<file path="src/rtl/accum_pkg.sv">
// Shared constants for the parameterised accumulator.
// State encoding and mode selectors.
package accum_pkg;

  localparam logic [2:0] S_IDLE  = 3'd0;
  localparam logic [2:0] S_INIT  = 3'd1;
  localparam logic [2:0] S_CHECK = 3'd2;
  localparam logic [2:0] S_ADD   = 3'd3;
  localparam logic [2:0] S_DONE  = 3'd4;

  localparam logic MODE_COUNT = 1'b0;
  localparam logic MODE_SUM   = 1'b1;

endpackage

</file>
<file path="src/rtl/accum_datapath.sv">
// Loop index, running sum, output register and overflow flag.
// Driven by init/add strobes from the control FSM.
module accum_datapath
  import accum_pkg::*;
#(
  parameter int WIDTH = 8,
  parameter int STEP  = 1
) (
  input  logic             clk,
  input  logic             reset,
  input  logic             init,
  input  logic             add,
  input  logic             mode,
  input  logic [WIDTH-1:0] limit,
  output logic             lt,
  output logic [WIDTH-1:0] out_val,
  output logic             overflow
);

  localparam logic [WIDTH:0] INC =
    (WIDTH+1)'(STEP);

  logic [WIDTH:0]   a;
  logic [WIDTH-1:0] sum;
  logic [WIDTH-1:0] limit_q;
  logic             mode_q;
  logic [WIDTH:0]   total;

  // a < 2^WIDTH whenever add fires, so the carry lands in bit WIDTH
  assign total = {1'b0, sum} + a;
  assign lt    = a < {1'b0, limit_q};

  always_ff @(posedge clk or negedge reset) begin
    if (!reset) begin
      a        <= '0;
      sum      <= '0;
      out_val  <= '0;
      overflow <= 1'b0;
      limit_q  <= '0;
      mode_q   <= MODE_COUNT;
    end else if (init) begin
      a        <= '0;
      sum      <= '0;
      out_val  <= '0;
      overflow <= 1'b0;
      limit_q  <= limit;
      mode_q   <= mode;
    end else if (add) begin
      sum <= total[WIDTH-1:0];
      a   <= a + INC;
      if (mode_q == MODE_SUM)
        out_val <= total[WIDTH-1:0];
      else
        out_val <= a[WIDTH-1:0];
      if (total[WIDTH])
        overflow <= 1'b1;
    end
  end

endmodule

</file>
<file path="src/rtl/param_accum_proc.sv">
// Control FSM for the counting/summing loop.
// All transitions are qualified by en.
module param_accum_proc
  import accum_pkg::*;
#(
  parameter int WIDTH = 8,
  parameter int STEP  = 1
) (
  input  logic             clk,
  input  logic             reset,
  input  logic             en,
  input  logic             start,
  input  logic             mode,
  input  logic [WIDTH-1:0] limit,
  output logic [WIDTH-1:0] outPort,
  output logic             busy,
  output logic             done,
  output logic             overflow
);

  logic [2:0] state;
  logic [2:0] next;
  logic       lt;
  logic       init;
  logic       add;

  always_comb begin
    next = state;
    if (en) begin
      case (state)
        S_IDLE:  if (start) next = S_INIT;
        S_INIT:  next = S_CHECK;
        S_CHECK: next = lt ? S_ADD : S_DONE;
        S_ADD:   next = S_CHECK;
        S_DONE:  next = S_IDLE;
        default: next = S_IDLE;
      endcase
    end
  end

  always_ff @(posedge clk or negedge reset) begin
    if (!reset)
      state <= S_IDLE;
    else
      state <= next;
  end

  assign init = en && (state == S_INIT);
  assign add  = en && (state == S_ADD);
  assign busy = state != S_IDLE;
  assign done = state == S_DONE;

  accum_datapath #(
    .WIDTH (WIDTH),
    .STEP  (STEP)
  ) u_dp (
    .clk      (clk),
    .reset    (reset),
    .init     (init),
    .add      (add),
    .mode     (mode),
    .limit    (limit),
    .lt       (lt),
    .out_val  (outPort),
    .overflow (overflow)
  );

endmodule

</file>
<file path="config.mk">
export PLATFORM = sky130hd
export DESIGN_NAME = param_accum_proc
export DESIGN_NICKNAME = d
export VERILOG_FILES = /design/src/rtl/accum_pkg.sv /design/src/rtl/accum_datapath.sv /design/src/rtl/param_accum_proc.sv
export SDC_FILE = /design/constraint.sdc
export NUM_CORES = 1
export LEC_CHECK = 0
export BUFFER_PORTS_ARGS = -buffer_cell sky130_fd_sc_hd__buf_2
export CORE_MARGIN = 1.5
export CORE_UTILIZATION = 38
export CTS_CLUSTER_SIZE = 10
export DETAILED_ROUTE_END_ITERATION = 8
export GPL_TIMING_DRIVEN = 0
export PLACE_DENSITY = 0.7
export SLEW_MARGIN = 5
export SYNTH_ARGS = -nofsm -noshare
export SYNTH_HDL_FRONTEND = slang
export SYNTH_SLANG_ARGS = --single-unit
</file>
<file path="constraint.sdc">
create_clock -name clk -period 2.26 [get_ports clk]
set_input_delay 0.339 -clock clk [delete_from_list [all_inputs] [get_ports clk]]
set_output_delay 0.339 -clock clk [all_outputs]
set_load 0.01 [all_outputs]
</file>
# --- Yosys cells after proc, flatten, opt, wreduce, memory -nomap -nowiden ---
# Cells that the tools add are included.
word_totals:
  reg_bits: 38
  inputBits: 13
  output_inout_bits: 11
  word_cells: 37
classes:
  add_sub_neg: 2
  order_cmp: 1
  eq_ne: 5
  n_mux: 13
  reduce_logical: 9
op_table:
  columns: ["cell", "count"]
  rows:
  - ["2-to-1 mux 8 bit", 5]
  - ["2-to-1 mux 9 bit", 2]
  - ["adder 8 x 9 -> 9 bit", 1]
  - ["adder 9 x 1 -> 9 bit, second input constant", 1]
  - ["less-than comparator 9 x 8 -> 1 bit", 1]
  - ["one-hot mux 3 bit (3 select lines)", 1]
  - ["== test 3 x 2 -> 1 bit, second input constant", 2]
  - ["2-to-1 mux 3 bit", 2]
  - ["AND reduction 2 bit", 2]
  - ["nonzero test 2 bit", 2]
  - ["== test 3 x 1 -> 1 bit, second input constant", 1]
  - ["== test 3 bit, second input constant", 1]
  - ["logical NOT 3 bit", 1]
  - ["2-to-1 mux 1 bit", 3]
  - ["nonzero test 3 bit", 1]
  - ["logical AND 1 bit", 2]
  - ["inequality test 2 bit, second input constant", 1]
  - ["OR reduction 2 bit", 1]

# --- Depth between registers and ports, before layout ---
depth:
  word_depth: 4
  ltp_mapped: 7
  depth_no_buf: 7

# --- Hierarchy ---
# From an unflattened synthesis, not the netlist that was laid out.
unflattened:
  cells_unflattened: 211
  area_unflattened_um2: 2135.8
modules_own_cells:
  columns: ["module", "n_inst", "cells_each", "area_per_inst_um2", "seq_area_each_um2"]
  rows:
  - ["accum_datapath", 1, 194, 1960.6, 875.8]
  - ["param_accum_proc", 1, 17, 175.2, 75.1]

# --- Worst setup path after synthesis ---
# Ideal clock, no wire load.
synth_path:
  kind: "register -> register"
  startpoint: "reg u_dp.a[0]"
  endpoint: "reg u_dp.overflow"
  setup_ns: 0.086
  arrival_ns: 2.034
  required_ns: 2.174
  slack_ns: 0.140
  stages_incl_launch_ff: 8
  n_path_buf: 0
  period_less_slack_ns: 2.120
  cell_sequence: "dfrtp_1 ha_1 fa_1 a211oi_1 nor2_1 o22ai_1 mux2_2 nor3_1"
synth_via:
  elab_chain_cells: 3
synth_rtl:
  columns: ["item", "line_no", "rtl"]
  rows:
  - ["start, declared", "accum_datapath.sv:23", "logic [WIDTH:0] a;"]
  - ["start signal, assigned", "accum_datapath.sv:50", "a <= a + INC;"]
  - ["adder 8 x 9 -> 9 bit", "accum_datapath.sv:30", "assign total = {1'b0, sum} + a;"]
  - ["nonzero test 2 bit (no source line)", null, null]
  - ["AND reduction 2 bit (no source line)", null, null]
  - ["end signal, assigned", "accum_datapath.sv:38", "overflow <= 1'b0;"]
  - ["end signal, assigned", "accum_datapath.sv:45", "overflow <= 1'b0;"]
  - ["end signal, assigned", "accum_datapath.sv:56", "overflow <= 1'b1;"]
  - ["end, declared", "accum_datapath.sv:17", "output logic overflow"]
# Every way passes these cells.
# A chain may end at the register's enable or synchronous reset.

# --- Final worst setup path ---
# Ends and elaborated chain as after synthesis.

==> impl_metrics.csv <==
group,metric,value,unit
timing,finClkSkew,0.00431,ns
grt,use_met3,3.31,%
layout,area_growth,14.2,%
setup_path,crit_required,2.47,ns
power_and_ir_drop,power.density,1460,mW/mm^2
grt,track_usage,18.2,%
layout,layout_common_cells,"42 x nand2_1, 37 x dfrtp_1, 28 x buf_2",
power_and_ir_drop,power.switching,1.67,mW
die,dieArea,0.00632,mm^2
grt,grt_antenna_before_repair,0,
place,post-place-ws,-0.0992,ns
layout,fill_cells,546,
power_and_ir_drop,internal-power,2.04,mW
setup_path,crit_chain,"ha_1 -> fa_2 -> a211oi_2 -> nor2_1 -> o22ai_1 -> mux2_2 -> nor3_1",
grt,met1_usage,23.7,%
die,die_x,79.5,um
detailed_routing,vias,1922,
grt,grtUsageMet2,29.8,%
detailed_routing,viasPerCell,5.48,
layout,final-seq-area,952,um^2
timing,setup_viol,0,
power_and_ir_drop,pwr-share-clk,13.3,%
grt,grt_max_degree,39,
power_and_ir_drop,p_sw_share,45.1,%
layout,antenna_cells,0,
grt,gr-total-overflow,0,
die,core,0.00557,mm^2
yosys,syn-num-nets,277,
clocking,cts_tree,"built",
layout,nNetsFinal,308,
setup_path,cp.arrival,2.36,ns
die,die_y,79.5,um
yosys,yosysTopAreaCellShare,42.7,%
job,cap_violations,0,
timing,drv_slew,0,
clocking,cts_buffers,5,
timing,rsz0062_at_grt,"false",
yosys,synth_seq_cells,38,
yosys,synth_top_family_by_area,"simple AND/OR/NAND/NOR gates",
yosys,synthFlopType,"dfrtp_1",
power_and_ir_drop,p_seq_share,34.1,%
timing,tightestPinTransition,0.861,ns
setup_path,path_max_fanout,4,
timing,hold_ws,0.153,ns
timing,slew_headroom,42.6,%
yosys,synth_area,0.00222,mm^2
setup_path,endpoint_kind,"flip-flop",
yosys,synth_compound_area_share,18.9,%
detailed_routing,drt_wl_total,5270,um
clocking,clk_latency,0.29,ns
layout,multi_input_area,0.00119,mm^2
place,portBuffers,23,
clocking,clkTransAtPathRegs,0.08,ns
place,routabilityCongestion,0.896,
setup_path,slowest_delay,0.43,ns
clocking,clk_path_buf_depth,2,
place,hpwl,3770,um
grt,grt_pass1_vias,1924,
yosys,synth_largest_area_cell,"dfrtp_1",
yosys,yosysWarnings,0,
timing,tns,0,ns
yosys,synth_xor_area_share,0.787,%
timing,min_period_over_period,94.8,%
clocking,cts_sinks,38,
yosys,synth_seq_area_share,42.7,%
yosys,syn_avg_cell_area,9.01,um^2
timing,setup_slack,0.118,ns
run_status,status,"finished clean",
power_and_ir_drop,vdd_drop_max,503,uV
setup_path,slowest_stage,"dfrtp_2",
clocking,cts.htree.levels,2,
grt,grt_pass1_wl,9000,um
yosys,yosys.area_share.simple,19.8,%
die,ios,24,
yosys,synthAdderAreaFrac,9.90,%
detailed_routing,first_iter_violations,172,
grt,top_usage_layer,"met2",
clocking,cts-root-buf,"clkbuf_8",
timing,finalHoldViolCount,0,
timing,max_freq,467,MHz
power_and_ir_drop,p_leak,1.23,nW
yosys,yosys-top-cells-area,"dfrtp_1 43%, ha_1 9.0%, nand2_1 7.1%, o21ai_0 4.7%, mux2i_1 2.7%",
die,fp-row-count,27,
hold_path,hold_class,"input pin to async pin",
yosys,synth-edff-count,0,
setup_path,crit_type,"flip-flop to flip-flop",
detailed_routing,drt_first_pass_iters,4,
die,initial_core_util,39.9,%
yosys,synthCells,247,
timing,period_needed,2.14,ns
setup_path,crit_path_start_kind,"flip-flop",
yosys,async_flop_share,100,%
yosys,synthMuxAreaShare,3.71,%
detailed_routing,drc,0,
detailed_routing,wl_per_cell,15.0,um
layout,drive_gt1_share,15.8,%
detailed_routing,drtAntennaViolNets,0,
yosys,ys_types,43,
power_and_ir_drop,p_comb_share,52.6,%
layout,final_common_cell,"nand2_1",
-- Yosys cell counts, types with 3 or more instances --
cell type and n:
nand3_1 12, inv_1 14, dfrtp_1 38, a22o_1 4
buf_2 5, a31oi_1 5, a211oi_1 5, nor2b_1 3
o31ai_1 6, nand2_1 42, nor2_1 10, nand4_1 5
ha_1 16, o21ai_0 21, a21oi_1 9, mux2i_1 6
nor3_1 7, clkbuf_1 3, a21o_1 5
-- worst paths after layout --
| kind | start | end | cells past startpoint | slack [ns] |
|---|---|---|---|---|
| worst max register to register | u_dp.a[0]$_DFFE_PN0P_ | u_dp.overflow$_DFFE_PN0P_ | 7 | 0.12 |
| worst min-delay path | reset | state[0]$_DFFE_PN0P_ | 1 | 0.15 |
| worst max-delay path | u_dp.a[0]$_DFFE_PN0P_ | u_dp.overflow$_DFFE_PN0P_ | 7 | 0.12 |
| min in group clk | mode | u_dp.mode_q$_DFFE_PN0P_ | 3 | 0.25 |
| worst min register to register | u_dp.out_val[5]$_DFFE_PN0P_ | u_dp.out_val[5]$_DFFE_PN0P_ | 2 | 0.48 |
| max in group asynchronous | reset | u_dp.a[0]$_DFFE_PN0P_ | 1 | 1.51 |
-- area by class of cell --
class	instances	area share, %
clock inverters	2	0.492
flip-flops and latches	38	37.5
multi-input cells	186	46.8
clock buffers	6	3.25
well taps	72	3.55
plain buffers	9	1.58
inverters	14	2.07
repair buffers	24	4.83
-- sequential cells by signal, summed over array words and instances (netlist names) --
signal         cells
u_dp.out_val       8
u_dp.sum           8
state              3
u_dp.limit_q       8
u_dp.a             9
u_dp.mode_q        1
u_dp.overflow      1
-- timing repair --
item | CTS | global route
buffers inserted | 0 | 1
setup endpoints to repair | 2 | 1
gates resized for setup | 3 | 0
hold buffers | 0 | 0
-- stage by stage --
step | cells | power, mW | utilization, % | area [um^2]
2_1_floorplan | 247 | 2.65 | - | 2220
3_3_place_gp | 342 | 3.11 | 43.6 | 2430
3_5_place_dp | 342 | 3.18 | 43.6 | 2430
4_1_cts | 350 | 3.71 | 45.5 | 2530
5_1_grt | 351 | 4.08 | 45.6 | 2540
6_report | 351 | 3.71 | 45.6 | 2540
-- power by group through the flow --
stage	logic, mW	clock network [mW]	registers [mW]
6_report	1.95	0.495	1.27
5_1_grt	2.22	0.541	1.31
4_1_cts	1.92	0.514	1.28
3_5_place_dp	1.90	0	1.29
3_3_place_gp	1.84	0	1.27
2_1_floorplan	1.43	0	1.22
-- routing by layer --
metal	vias to the layer above	part of all wire, %
met5	-	0
met4	0	1.4
met2	45	48
met3	8	4.7
li1	953	-
met1	916	46
-- critical path, delay by kind of cell (launching register included) --
family / cells / cell delay, ns
AO/OA/AOI/OAI: 2 / 0.39
adder cells (fa/ha/maj): 2 / 0.62
multiplexers: 1 / 0.35
flip-flops: 1 / 0.43
AND/OR/NAND/NOR: 2 / 0.28
-- logic make-up after synthesis --
| group | after synthesis |
|---|---|
| AND/OR/NAND/NOR | 93 |
| flip-flops | 38 |
| XOR/XNOR | 2 |
| AO/OA/AOI/OAI | 66 |
| adder cells (fa/ha/maj) | 17 |
| buffers and inverters | 23 |
| multiplexers | 8 |
No activity file was read; power rests on OpenSTA's default activity.
